===== src/rtl/singly_linked_list_traverser.sv =====
// singly_linked_list_traverser
//   Walks a singly linked list from head to tail after a one-cycle start
//   request. For each node it issues a Read (op 0) on the list command port,
//   follows the returned next pointer and streams the node data on a
//   valid/ready output. The final beat is flagged with m_last_o.
//
// Optional feature (macro SINGLY_LINKED_LIST_TRAVERSER_CYCLE_CHECK_EN):
//   bounds the walk at the length snapshotted at start, so a cyclic or
//   over-long list ends with err_o=1.
//
// Ports
//   clk_i, rst_ni        clock, asynchronous active-low reset
//   start_i              begin a traversal (ignored while busy_o)
//   busy_o, done_o       traversal in progress / one-cycle end pulse
//   err_o                traversal ended abnormally (valid with done_o)
//   count_o              beats emitted by the last traversal
//   ll_op_o .. ll_addr_o list command port (read only)
//   ll_op_done_i ..      list response and status
//   m_valid_o .. m_last_o output beat stream, m_ready_i backpressure
module singly_linked_list_traverser #(
    parameter int unsigned DATA_WIDTH = 8,
    parameter int unsigned MAX_NODE   = 8,
    localparam int unsigned ADDR_WIDTH = $clog2(MAX_NODE + 1)
) (
    input  logic                  clk_i,
    input  logic                  rst_ni,
    input  logic                  start_i,
    output logic                  busy_o,
    output logic                  done_o,
    output logic                  err_o,
    output logic [ADDR_WIDTH-1:0] count_o,
    output logic [2:0]            ll_op_o,
    output logic                  ll_op_start_o,
    output logic [ADDR_WIDTH-1:0] ll_addr_o,
    input  logic                  ll_op_done_i,
    input  logic                  ll_fault_i,
    input  logic [DATA_WIDTH-1:0] ll_data_out_i,
    input  logic [ADDR_WIDTH-1:0] ll_next_node_addr_i,
    input  logic [ADDR_WIDTH-1:0] ll_head_i,
    input  logic [ADDR_WIDTH-1:0] ll_length_i,
    output logic                  m_valid_o,
    input  logic                  m_ready_i,
    output logic [DATA_WIDTH-1:0] m_data_o,
    output logic [ADDR_WIDTH-1:0] m_addr_o,
    output logic                  m_last_o
);

    localparam logic [ADDR_WIDTH-1:0] AddrNull = ADDR_WIDTH'(MAX_NODE + 1);
    localparam logic [ADDR_WIDTH-1:0] AddrMax  = ADDR_WIDTH'(MAX_NODE);

    typedef enum logic [1:0] {StIdle, StIssue, StEmit, StFinish} state_e;

    state_e                  state_q, state_d;
    logic [ADDR_WIDTH-1:0]   cur_addr_q, nxt_q, count_q, m_addr_q;
    logic [DATA_WIDTH-1:0]   m_data_q;
    logic                    last_q, err_q;

    logic start_ok, empty, capture, fault, handshake;
    logic corrupt, last_d, err_sched;

    assign start_ok  = (state_q == StIdle) && start_i;
    assign empty     = (ll_length_i == '0) || (ll_head_i == AddrNull);
    assign capture   = (state_q == StIssue) && ll_op_done_i && !ll_fault_i;
    assign fault     = (state_q == StIssue) && ll_op_done_i && ll_fault_i;
    assign handshake = (state_q == StEmit) && m_ready_i;

`ifdef SINGLY_LINKED_LIST_TRAVERSER_CYCLE_CHECK_EN
    logic [ADDR_WIDTH-1:0] k_q, len_snap_q, k_inc;
    assign k_inc = k_q + ADDR_WIDTH'(1);

    always_ff @(posedge clk_i or negedge rst_ni) begin
        if (!rst_ni) begin
            k_q        <= '0;
            len_snap_q <= '0;
        end else if (start_ok) begin
            k_q        <= '0;
            len_snap_q <= ll_length_i;
        end else if (capture) begin
            k_q        <= k_inc;
        end
    end
`endif

    // Last-beat decision is taken when the read returns, so EMIT only waits.
    always_comb begin
        corrupt   = (ll_next_node_addr_i != AddrNull) && (ll_next_node_addr_i >= AddrMax);
        last_d    = (ll_next_node_addr_i == AddrNull) || corrupt;
        err_sched = corrupt;
`ifdef SINGLY_LINKED_LIST_TRAVERSER_CYCLE_CHECK_EN
        // k_inc counts the node being captured now.
        if ((k_inc == len_snap_q) && (ll_next_node_addr_i != AddrNull)) begin
            last_d    = 1'b1;
            err_sched = 1'b1;
        end
`endif
    end

    // State register
    always_ff @(posedge clk_i or negedge rst_ni) begin
        if (!rst_ni) state_q <= StIdle;
        else         state_q <= state_d;
    end

    // Next-state logic
    always_comb begin
        state_d = state_q;
        unique case (state_q)
            StIdle:   if (start_i) state_d = empty ? StFinish : StIssue;
            StIssue:  if (ll_op_done_i) state_d = ll_fault_i ? StFinish : StEmit;
            StEmit:   if (m_ready_i) state_d = last_q ? StFinish : StIssue;
            StFinish: state_d = StIdle;
            default:  state_d = StIdle;
        endcase
    end

    // Datapath registers
    always_ff @(posedge clk_i or negedge rst_ni) begin
        if (!rst_ni) begin
            cur_addr_q <= AddrNull;
            nxt_q      <= AddrNull;
            count_q    <= '0;
            m_addr_q   <= AddrNull;
            m_data_q   <= '0;
            last_q     <= 1'b0;
            err_q      <= 1'b0;
        end else begin
            if (start_ok) begin
                cur_addr_q <= ll_head_i;
                count_q    <= '0;
                err_q      <= 1'b0;
            end
            if (fault) err_q <= 1'b1;
            if (capture) begin
                m_data_q <= ll_data_out_i;
                m_addr_q <= cur_addr_q;
                nxt_q    <= ll_next_node_addr_i;
                last_q   <= last_d;
                err_q    <= err_sched;
            end
            if (handshake) begin
                count_q <= count_q + ADDR_WIDTH'(1);
                if (!last_q) cur_addr_q <= nxt_q;
            end
        end
    end

    // Outputs
    always_comb begin
        busy_o        = (state_q != StIdle);
        done_o        = (state_q == StFinish);
        err_o         = (state_q == StFinish) && err_q;
        count_o       = count_q;
        ll_op_o       = 3'd0;
        ll_op_start_o = (state_q == StIssue);
        ll_addr_o     = cur_addr_q;
        m_valid_o     = (state_q == StEmit);
        m_data_o      = m_data_q;
        m_addr_o      = m_addr_q;
        m_last_o      = (state_q == StEmit) && last_q;
    end

endmodule


===== config.mk =====
export PLATFORM = sky130hd
export DESIGN_NAME = singly_linked_list_traverser
export DESIGN_NICKNAME = d
export VERILOG_FILES = /design/src/rtl/singly_linked_list_traverser.sv
export SDC_FILE = /design/constraint.sdc
export NUM_CORES = 1
export LEC_CHECK = 0
export BUFFER_PORTS_ARGS = -buffer_cell sky130_fd_sc_hd__buf_2
export CAP_MARGIN = 20
export CORE_UTILIZATION = 47
export DETAILED_ROUTE_END_ITERATION = 16
export GPL_TIMING_DRIVEN = 0
export PLACE_DENSITY = 0.77
export SLEW_MARGIN = 20
export SYNTH_ARGS = -nofsm -noshare
export SYNTH_HDL_FRONTEND = slang
export SYNTH_SLANG_ARGS = --single-unit
export TNS_END_PERCENT = 10

===== constraint.sdc =====
create_clock -name clk_i -period 1.5 [get_ports clk_i]
set_input_delay 0.45 -clock clk_i [delete_from_list [all_inputs] [get_ports clk_i]]
set_output_delay 0.45 -clock clk_i [all_outputs]
set_load 0.03 [all_outputs]

* After elaboration in Yosys (flattened, before gate mapping)
Cells that the tools add are included.
** Storage, ports and cells
- Output and inout bits :: 29
- Bits of input ports :: 26
- Word-level logic and storage cells :: 51
- Bits in registers :: 28
** Operators by class
- Multiplexer cells :: 15
- Equal/unequal tests :: 9
- Reduce and logical (&&, ||, !) cells :: 17
- $lt $le $gt $ge :: 1
- Add/subtract/negate cells :: 1
** Operators by type and width (count)
- $mux W4 :: 5
- $mux W2 :: 5
- $eq A4 B4 Y1 const B :: 2
- $logic_and A1 B1 Y1 :: 8
- $pmux W2 S4 :: 1
- $add A4 B1 Y4 const B :: 1
- $eq A2 B2 Y1 const B :: 2
- $ge A4 B4 Y1 const B :: 1
- $logic_not A4 Y1 :: 1
- $mux W1 :: 4
- $ne A2 B1 Y1 const B :: 2
- $ne A4 B4 Y1 const B :: 1
- $reduce_bool A2 Y1 :: 2
- $reduce_and A3 Y1 :: 1
- $reduce_bool A3 Y1 :: 1
- $eq A2 B1 Y1 const B :: 1
- $logic_not A2 Y1 :: 1
- $logic_or A1 B1 Y1 :: 2
- $ne A2 B2 Y1 const B :: 1
- $logic_not A1 Y1 :: 1

* Logic depth before layout (Yosys ltp)
Gate-level depths: netlist (run 1).
- Depth after elaboration :: 5
- Mapped depth :: 5
- Gate-level depth less buffers :: 3

* Worst setup path after synthesis (run 1)
OpenSTA, ideal clock, no wires.
- Path kind :: flip-flop to output port
- Start :: reg state_q[1]
- End :: out m_last_o
- Path slack :: -463 ps
- Stages on the path, launching flop included :: 4
- Arrival time :: 1513 ps
- Data required time :: 1050 ps
- Cell sequence :: dfrtp_1 -> clkbuf_2 -> nor2b_1 -> and2_1
** On the way
- Cells in the longest elaborated chain, start to end :: 2
** Ends and longest elaborated chain
- start, declared :: RTL line 53 : state_e state_q, state_d;
- start signal, assigned :: RTL line 100 : if (!rst_ni) state_q <= StIdle;
- start signal, assigned :: RTL line 101 : else state_q <= state_d;
- $eq A2 B2 Y1
- named net m_valid_o :: RTL line 41 : output logic m_valid_o,
- $logic_and A1 B1 Y1 :: RTL line 159 : m_last_o = (state_q == StEmit) && last_q;
- end, declared :: RTL line 45 : output logic m_last_o
The timed path passes the listed nets, and every way through them passes these cells.

* Final worst setup path (run 1)
- Start :: reg state_q[1]
- End :: out busy_o
** On the way
- Cells in the longest elaborated chain, start to end :: 1
** Ends and longest elaborated chain
- $reduce_bool A2 Y1 :: RTL line 149 : busy_o = (state_q != StIdle);
- end, declared :: RTL line 28 : output logic busy_o,
No other way between the ends.

==> results.ini, run 1 <==
[outcome]
outcome = finished, violations left
violations = negative setup slack

[critical_path]
critical_path.n_buffers_inverters = 2
reg2reg_from = state_q[1]$_DFFE_PN0P_
worst_r2r_endpoint = m_data_o[0]$_DFFE_PN0P_
timing_worst_setup_path_type = flop to output port
cp-end-kind = output port
crit_fanout = 5
path_depth = 3
startpoint = state_q[1]$_DFFE_PN0P_
crit_path_top_delay_cell = dfrtp_2
cp_data_required_time_ps = 1050
worst_path_largest_cell_delay_ps = 450
crit_arrival_ps = 1290
worst-r2r-setup-slack_ps = -190
reg2reg_depth = 6
critical_path.cell_chain = buf_8 > or2_4 > buf_6
worst_setup_endpoint = busy_o
worst_setup_path_start_kind = flop
cp_top_family = flip-flops

[sta]
fin_worst_skew_ps = 7.99
worst_slew_pin_slew_ps = 604
rsz_0062_raised_after_global_routing = yes
timing.final.hold_violations = 0
fin_hold_ws_ps = 109
slew-limit-headroom_pct = 59.7
timing.final.crit_period_ps = 1740
slew_violations = 0
report.final.setup_viol = 27
final_layout_setup_total_negative_slack_ps = -2930
final_critical_path_setup_slack_ps = -237
layout_worst_path_cycle_share_pct = 116
max_freq_mhz = 576

[clocking]
clockRootBuffer = clkbuf_4
cts_htree_levels = 1
worst_skew_pair.late_latency_ps = 320
cts_hold_buf = 0
clkSinkCount = 28
clk_path_buf_depth = 2
clkSlewWorstSetupHoldPaths_ps = 150
tritoncts.num_buffers = 3
tritoncts = built

[cells_and_area]
layoutNonFillerInstCount = 209
final_cell_mix = buf_2, dfrtp_1, buf_4
diodes = 0
layout.cells.most_common = buf_2
areaGrowthSynthToFinish_pct = 41.4
fraction_of_layout_cells_with_a_size_suffix_above_1_pct = 60.7
finalNetCount = 206

[route]
routed-via-count = 1070
met2_wirelength_mm = 1.50
route.met3.wl_um = 155
wirelength_mm = 2.87
routed.top_layer = met3
vias_per_cell = 5.12
wl_met1_mm = 1.22
wl_per_cell_um = 13.8
drt.antenna.violating_nets = 0
route.detailed.drc = 0
dr.first_iter.drc_count = 23
firstDrtPassIters = 3

[synthesis]
post_synth_inst_count = 107
ys.flop_type = dfrtp_1
ys_seq_area_share_pct = 51.8
synth_cell_types = 39
avgSynthCellArea_um2 = 12.8
netlist_area_um2 = 1370
ys_seq_elements = 28
yosysWarnings = 0
asyncSetResetFlopFracSynth_pct = 100
synth-edff-count = 0

[global_route]
maximum_number_of_pins_on_one_net_before_global_route_repair = 29
globalRoute.totalOverflow = 0
grt_first_pass_wirelength_mm = 4.80
initial_antenna_violation_count = 0
groute.usage.overall_pct = 19.3
first_global_vias = 1040

[placement]
gp_congestion = 0.741
io_buffer_count = 51
dpl.hpwl_mm = 1.96
post-place-cells = 191

[power]
power-per-cell-area_nw_per_um2 = 2230
peak_supply_drop_mv = 1.71
leakagePower_nw = 0.972

[die]
die_height_um = 55.9
die_area_um2 = 3130
rows = 19
die_w_um = 55.9
floorplan.initialDensity_pct = 49.5
design.portCount = 55
coreArea_um2 = 2760

[flow_run]
timing.max_cap.violations = 0

[hold_path]
min-delay-path-class = input port to async pin

[where the power goes]
part	switching [mW]	leakage, nW	internal, mW	total [mW]
Clock	0.216	0.0279	0.270	0.486
Combinational	1.25	0.613	1.16	2.40
Sequential	0.242	0.331	1.17	1.41
Total	1.70	0.972	2.60	4.30
[layer usage]
| layer | vias to the layer above | track usage (%) |
|---|---|---|
| met2 | 37 | 32.9 |
| li1 | 516 | - |
| met1 | 517 | 26.6 |
| met5 | - | 0 |
| met3 | 0 | 3.02 |
| met4 | 0 | 3.14 |
[sequential cells by signal, indices dropped and copies added, names as in the netlist]
register   flops
err_q          1
ll_addr_o      4
m_data_o       8
m_addr_o       4
last_q         1
state_q        2
nxt_q          4
count_o        4
[cell usage after synthesis, types with 2 or more instances]
| master | number | area [um2] |
|---|---|---|
| a21oi_1 | 4 | 20.0 |
| a22o_1 | 2 | 17.5 |
| and2_1 | 2 | 12.5 |
| buf_4 | 3 | 22.5 |
| buf_6 | 2 | 22.5 |
| dfrtp_1 | 22 | 551 |
| dfstp_2 | 6 | 158 |
| inv_1 | 4 | 15.0 |
| mux2_2 | 10 | 113 |
| mux2_4 | 6 | 90.1 |
| mux2i_1 | 6 | 60.1 |
| nand2b_1 | 2 | 12.5 |
| nor2_1 | 5 | 18.8 |
| nor2b_1 | 3 | 18.8 |
| nor3b_1 | 2 | 15.0 |
| o21ai_0 | 5 | 25.0 |
[worst min-delay path by stage]
stage,startpoint,endpoint,slack [ps]
6_report,rst_ni,count_o[2]$_DFFE_PN0P_,110
5_1_grt,rst_ni,m_addr_o[1]$_DFFE_PN0P_,130
4_1_cts,rst_ni,count_o[2]$_DFFE_PN0P_,120
3_5_place_dp,nxt_q[3]$_DFFE_PN1P_,nxt_q[3]$_DFFE_PN1P_,480
3_3_place_gp,nxt_q[3]$_DFFE_PN1P_,nxt_q[3]$_DFFE_PN1P_,470
2_1_floorplan,rst_ni,count_o[0]$_DFFE_PN0P_,150
[metrics by stage]
| step | utilization, % | setup slack (ps) | instance area [um2] | total power, mW |
|---|---|---|---|---|
| after floorplan | - | -24.7 | 1390 | 2.84 |
| after global placement | 61.2 | -58.3 | 1690 | 3.29 |
| after detailed placement | 61.2 | -70.4 | 1690 | 3.35 |
| after CTS | 67.2 | -238 | 1850 | 4.14 |
| after global routing | 70.1 | -292 | 1930 | 4.54 |
| final | 70.1 | -237 | 1930 | 4.30 |
[worst reg2reg max path: stages, from the launching register on]
cell and delay [ps]:
dfrtp_2 450, buf_4 150, buf_6 120, and4bb_1 260
buf_6 170, buf_12 150, mux2_4 300
[cell type report]
cell class                 instances  area (um2)
clock buffer                       3        22.5
timing repair buffer              65         429
multi-input combinational         69         602
sequential                        28         709
inverter                           4        15.0
clock inverter                     1        30.0
tap                               31        38.8
fill                             217         826
buffer                             8        85.1
[timing repair]
item,CTS,global route
endpoints found under the hold margin,0,0
resized for setup,19,13
setup buffers,7,6
pin swaps,2,4
setup endpoints to repair,10,37
cloned,1,0
[cell families after synthesis]
kind of cell | count (synthesis) | synth area share, %
compound gates | 15 | 6.96
fa+ha+maj | 1 | 0.916
xor+xnor | 1 | 0.641
other cells | 1 | 0.274
simple gates | 27 | 13.6
buf+inv | 12 | 6.50
flops | 28 | 51.8
mux | 22 | 19.2
Power figures use the tool's default switching activity.
==> run 2: changes to the inputs <==
Settings changed: ABC_CLOCK_PERIOD_IN_PS set to 1500, CORE_UTILIZATION 47 to 40, PLACE_DENSITY 0.77 to 0.67.
==> run 2 against run 1 <==
Net effect: the flow still finishes with violations (negative setup slack); largest cell class unchanged; highest routed layer is now met4; design area fell by 1.7%; critical path type unchanged; worst hold slack got worse by 5.4 ps; power fell by 1.9%; combinational power fell by 4%; register-to-register slack improved by 90 ps; critical endpoint is now err_o; global-route usage fell by 3.0 points; clock-buffer cell count did not move.
==> results.ini, run 2 (synthesized netlist as in run 1, its figures left out) <==
[outcome]
outcome = finished, violations left
violations = negative setup slack

[cells_and_area]
multiInputGateArea_um2 = 601  ; -0.21%
fillers = 275  ; +27%
footprint_of_the_flip_flops_and_latches_um2 = 709  ; unchanged
largest_register_ffs = 8  ; unchanged
diodes = 0  ; unchanged
finalNetCount = 201  ; -2.4%
areaGrowthSynthToFinish_pct = 39.0
layout.cells.most_common = buf_2
utilization_of_the_core_after_routing_pct = 60.2  ; -9.8 points
final_area_um2 = 1900  ; -1.7%
final_cell_mix = buf_2, dfrtp_1, buf_6
fraction_of_layout_cells_with_a_size_suffix_above_1_pct = 59.0  ; -1.7 points

[critical_path]
worst_setup_path_start_kind = flop
crit_arrival_ps = 1300  ; about the same
startpoint = state_q[1]$_DFFE_PN0P_
reg2reg_from = state_q[1]$_DFFE_PN0P_
cp_data_required_time_ps = 1050  ; about the same
crit_fanout = 4  ; -1
cp-end-kind = output port
timing_worst_setup_path_type = flop to output port

[sta]
slew_violations = 0  ; unchanged
worst_slew_pin_slew_ps = 620  ; +16.3 ps
timing.final.hold_violations = 0  ; unchanged
final_layout_setup_total_negative_slack_ps = -2080  ; +855 ps
timing.final.crit_period_ps = 1750  ; +14.5 ps
fin_worst_skew_ps = 4.99  ; -3.00 ps
max_freq_mhz = 571  ; -0.83%
report.final.setup_viol = 17  ; -37%
rsz_0062_raised_after_global_routing = yes
final_critical_path_setup_slack_ps = -252  ; -14.5 ps
slew-limit-headroom_pct = 58.7  ; -1.1 points
layout_worst_path_cycle_share_pct = 117  ; +0.97 points

[power]
power-per-cell-area_nw_per_um2 = 2220  ; -0.20%
peak_supply_drop_mv = 1.14  ; -34%
leakagePower_nw = 0.942  ; -3.0%
fin_total_pwr_mw = 4.22  ; -1.9%

[global_route]
initial_antenna_violation_count = 0  ; unchanged
grt_first_pass_wirelength_mm = 4.46  ; -7.2%
globalRoute.totalOverflow = 0  ; unchanged
first_global_vias = 971  ; -6.6%
groute.usage.overall_pct = 16.3  ; -3.0 points
maximum_number_of_pins_on_one_net_before_global_route_repair = 29  ; unchanged

[route]
firstDrtPassIters = 3  ; unchanged
dr.first_iter.drc_count = 27  ; +17%
wirelength_mm = 2.89  ; +0.63%
drt.antenna.violating_nets = 0  ; unchanged
route.detailed.drc = 0  ; unchanged
vias_per_cell = 4.77  ; -6.7%
wl_per_cell_um = 13.3  ; -3.1%
routed-via-count = 1036  ; -3.2%

[placement]
place_worst_setup_slack_ps = -91.8  ; -21.5 ps
dpl.hpwl_mm = 2.05  ; +4.5%
gp_congestion = 0.761  ; +2.6%
io_buffer_count = 51  ; unchanged
dpl-instance-area_um2 = 1700  ; +0.96%

[clocking]
worst_skew_pair.late_latency_ps = 330  ; about the same
clkSinkCount = 28  ; unchanged
cts_hold_buf = 0  ; unchanged
clk_path_buf_depth = 2  ; unchanged
clockRootBuffer = clkbuf_4
tritoncts = built
cts_htree_levels = 1  ; unchanged
clkSlewWorstSetupHoldPaths_ps = 160  ; about the same
tritoncts.num_buffers = 3  ; unchanged

[die]
die_height_um = 60.4  ; +8.1%
rows = 20  ; +1
die_area_um2 = 3650  ; +17%
die_w_um = 60.4  ; +8.1%
design.portCount = 55  ; unchanged
floorplan.initialDensity_pct = 43.3  ; -6.2 points
coreArea_um2 = 3150  ; +14%

[hold_path]
min-delay-path-class = input port to async pin

[flow_run]
timing.max_cap.violations = 0  ; unchanged

## run 2: repair_timing
action / 4_1_cts / 5_1_grt
setup endpoints to repair: 15 / 19
resized for setup: 21 / 5
buffers inserted: 3 / 6
gates cloned: 0 / 0
pin swaps: 1 / 1
## run 2: worst paths after layout
path                            cells after the start  slack [ps]                       to
max in group asynchronous                           1         960   state_q[1]$_DFFE_PN0P_
worst min register to register                      2         510     nxt_q[3]$_DFFE_PN1P_
worst max register to register                      5        -100  m_data_o[3]$_DFFE_PN0P_
worst max-delay path                                4        -250                    err_o
worst min-delay path                                1         100   count_o[0]$_DFFE_PN0P_
min in group clk_i                                  2         330  m_data_o[4]$_DFFE_PN0P_
## run 2: cell type report
type / count / share of cell area, %
buffer: 8 / 4.41
clock buffer: 3 / 1.19
tap: 44 / 2.90
timing repair buffer: 60 / 20.2
inverter: 4 / 0.791
multi-input combinational: 69 / 31.6
clock inverter: 1 / 1.58
sequential: 28 / 37.4
## run 2: power by group
group	total [mW]	internal [mW]	switching, mW
Sequential	1.41	1.17	0.239
Clock	0.509	0.270	0.238
Combinational	2.30	1.09	1.21
Total	4.22	2.53	1.69
## run 2: per-stage QoR
step / hold WS (ps) / cells
after floorplan: 154 / 109
after global placement: 474 / 204
after detailed placement: 480 / 204
after CTS: 133 / 211
after global routing: 145 / 217
final: 104 / 217
## run 2: layer usage
| metal | wire (um) | vias up | GRT usage (%) | part of all wire (%) |
|---|---|---|---|---|
| met1 | 1320 | 486 | 22.3 | 46 |
| li1 | - | 508 | - | - |
| met4 | 21 | 0 | 3.57 | 0.73 |
| met3 | 165 | 4 | 2.77 | 5.7 |
| met5 | 0 | - | 0 | 0 |
| met2 | 1380 | 38 | 27.3 | 48 |
## run 2: critical path: stages, from the launching register on
cell and delay, ps:
dfrtp_2 470, buf_8 130, buf_6 110, and3_4 140, buf_6 130
==> run 3: changes to the inputs <==
--- a/config.mk
+++ b/config.mk
@@ -10,6 +10,6 @@
 export CAP_MARGIN = 20
-export CORE_UTILIZATION = 40
+export CORE_UTILIZATION = 25
 export DETAILED_ROUTE_END_ITERATION = 16
 export GPL_TIMING_DRIVEN = 0
-export PLACE_DENSITY = 0.67
+export PLACE_DENSITY = 0.46
 export SLEW_MARGIN = 20
--- a/constraint.sdc
+++ b/constraint.sdc
@@ -3,2 +3,2 @@
 set_output_delay 0.45 -clock clk_i [all_outputs]
-set_load 0.03 [all_outputs]
+set_load 0.05 [all_outputs]
==> run 3 against run 2 <==
Net effect: the flow still finishes with violations (negative setup slack); register-to-register slack better by 20 ps; sequential share of layout area is 0.68 points lower; combinational power is 19% higher; non-clock buffer count is 2 lower; global-route usage is 5.2 points lower; maximum frequency is 2.4% higher; critical path type unchanged; routed wire length is 6.4% higher; via count is 0.29% lower; clock skew is 1.0 ps lower; clock-buffer cell count stayed put; power is 13% higher; final cell count is 11% higher.
==> results.ini, run 3 (synthesized netlist as in run 1, its figures left out) <==
[outcome]
outcome = finished, violations left
violations = negative setup slack

[sta]
report.final.setup_viol = 16  ; -1
final_critical_path_setup_slack_ps = -210  ; +41.5 ps
fin_worst_skew_ps = 4.00  ; -0.997 ps
timing.final.hold_violations = 0  ; unchanged
rsz_0062_raised_after_global_routing = yes
worst_slew_pin_slew_ps = 631  ; +11.2 ps
slew_violations = 0  ; unchanged
final_layout_setup_total_negative_slack_ps = -1540  ; +536 ps
max_freq_mhz = 585  ; +2.4%
timing.final.crit_period_ps = 1710  ; -41.5 ps
slew-limit-headroom_pct = 57.9  ; -0.75 points
layout_worst_path_cycle_share_pct = 114  ; -2.8 points

[cells_and_area]
fraction_of_layout_cells_with_a_size_suffix_above_1_pct = 57.9  ; -1.1 points
layoutNonFillerInstCount = 241  ; +11%
layout.cells.most_common = buf_2
diodes = 0  ; unchanged
final_cell_mix = buf_2, dfrtp_1, buf_4
largest_register_ffs = 8  ; unchanged
areaGrowthSynthToFinish_pct = 41.6
finalNetCount = 199  ; -1.0%

[critical_path]
worst_r2r_endpoint = m_data_o[0]$_DFFE_PN0P_
crit_path_top_delay_cell = dfrtp_2
critPathMostFrequentCell = buf_8
critical_path.n_buffers_inverters = 2  ; -1
reg2reg_depth = 5  ; unchanged
timing_worst_setup_path_type = flop to output port
crit_fanout = 8  ; +4
worst_path_largest_cell_delay_ps = 430  ; -40 ps
critical_path.cell_chain = buf_8 > nor2b_4 > and2_4 > buf_8
worst-r2r-setup-slack_ps = -80  ; +20 ps
cp-end-kind = output port
cp_top_family = flip-flops
reg2reg_from = state_q[1]$_DFFE_PN0P_
crit_arrival_ps = 1260  ; -40 ps
cp_data_required_time_ps = 1050  ; about the same
worst_setup_path_start_kind = flop

[clocking]
cts_htree_levels = 1  ; unchanged
clk_path_buf_depth = 2  ; unchanged
clkSinkCount = 28  ; unchanged
worst_skew_pair.late_latency_ps = 270  ; -60 ps
clockRootBuffer = clkbuf_8
clkSlewWorstSetupHoldPaths_ps = 100  ; -60 ps
tritoncts.num_buffers = 3  ; unchanged
tritoncts = built

[placement]
io_buffer_count = 51  ; unchanged
gp_congestion = 0.677  ; -11%
dpl.hpwl_mm = 2.23  ; +9.1%
post-place-cells = 230  ; +13%

[die]
die_area_um2 = 5760  ; +58%
floorplan.initialDensity_pct = 26.4  ; -17 points
design.portCount = 55  ; unchanged
die_w_um = 75.9  ; +26%
coreArea_um2 = 5170  ; +64%
rows = 26  ; +30%
die_height_um = 75.9  ; +26%

[flow_run]
timing.max_cap.violations = 0  ; unchanged

[route]
dr.first_iter.drc_count = 17  ; -37%
vias_per_cell = 4.29  ; -10%
firstDrtPassIters = 4  ; +1
wl_per_cell_um = 12.8  ; -4.2%
route.detailed.drc = 0  ; unchanged
drt.antenna.violating_nets = 0  ; unchanged
routed-via-count = 1033  ; -0.29%
wirelength_mm = 3.08  ; +6.4%

[power]
power.clock.fraction_pct = 12.5  ; +0.4 points
peak_supply_drop_mv = 1.29  ; +14%
power.share.combinational_pct = 57.5  ; +2.9 points
switching_power_mw = 2.17  ; +29%
internal-power_mw = 2.60  ; +2.6%
power-per-cell-area_nw_per_um2 = 2470  ; +11%
fin_total_pwr_mw = 4.77  ; +13%
sequential_fraction_of_design_power_pct = 30.0  ; -3.4 points
power.switching_fraction_pct = 45.6  ; +5.6 points
leakagePower_nw = 0.941  ; -0.14%

[global_route]
maximum_number_of_pins_on_one_net_before_global_route_repair = 29  ; unchanged
groute.usage.overall_pct = 11.1  ; -5.2 points
grt_first_pass_wirelength_mm = 5.20  ; +17%
initial_antenna_violation_count = 0  ; unchanged
globalRoute.totalOverflow = 0  ; unchanged
first_global_vias = 1075  ; +11%

[hold_path]
min-delay-path-class = input port to async pin

-- run 3: stage by stage --
| step | setup slack, ps | cell area, um2 | utilization [%] | hold slack [ps] |
|---|---|---|---|---|
| 6_report | -210 | 1930 | 37.4 | 180 |
| 5_1_grt | -262 | 1930 | 37.4 | 218 |
| 4_1_cts | -319 | 1890 | 36.5 | 198 |
| 3_5_place_dp | -171 | 1730 | 33.4 | 491 |
| 3_3_place_gp | -161 | 1730 | 33.4 | 473 |
| 2_1_floorplan | -209 | 1390 | - | 154 |
-- run 3: layout make-up --
cell class / count / area, um2
multi-input combinational: 69 / 596
clock buffer: 3 / 41.3
buffer: 8 / 83.8
sequential: 28 / 709
fill: 503 / 3240
tap: 70 / 87.6
timing repair buffer: 58 / 372
inverter: 4 / 15.0
clock inverter: 1 / 30.0
-- run 3: worst max path at each step --
stage	start	end	cells after the start
after detailed placement	state_q[1]$_DFFE_PN0P_	m_last_o	4
after global routing	state_q[0]$_DFFE_PN0P_	m_last_o	4
after CTS	state_q[1]$_DFFE_PN0P_	m_last_o	4
final	state_q[1]$_DFFE_PN0P_	m_last_o	4
after global placement	state_q[1]$_DFFE_PN0P_	m_last_o	4
after floorplan	state_q[1]$_DFFE_PN0P_	m_last_o	3
-- run 3: routing by layer --
layer	vias to the layer above	global-route usage [%]	wire, um
met5	-	0	0
met4	0	1.15	6
met3	2	3.25	174
met2	38	18.8	1560
met1	494	14.3	1340
li1	499	-	-
-- run 3: what timing repair did --
item,4_1_cts,5_1_grt
pin swaps,1,3
gates cloned,0,1
hold buffers,0,0
setup buffers,3,3
resized for setup,20,7
setup endpoints to repair,10,18
-- run 3: power by group through the flow --
| stage | clock (mW) | sequential, mW | combinational (mW) |
|---|---|---|---|
| after floorplan | 0 | 2.26 | 1.06 |
| after global placement | 0 | 1.40 | 2.39 |
| after detailed placement | 0 | 1.43 | 2.42 |
| after CTS | 0.626 | 1.43 | 2.64 |
| after global routing | 0.662 | 1.49 | 2.89 |
| final | 0.598 | 1.43 | 2.74 |
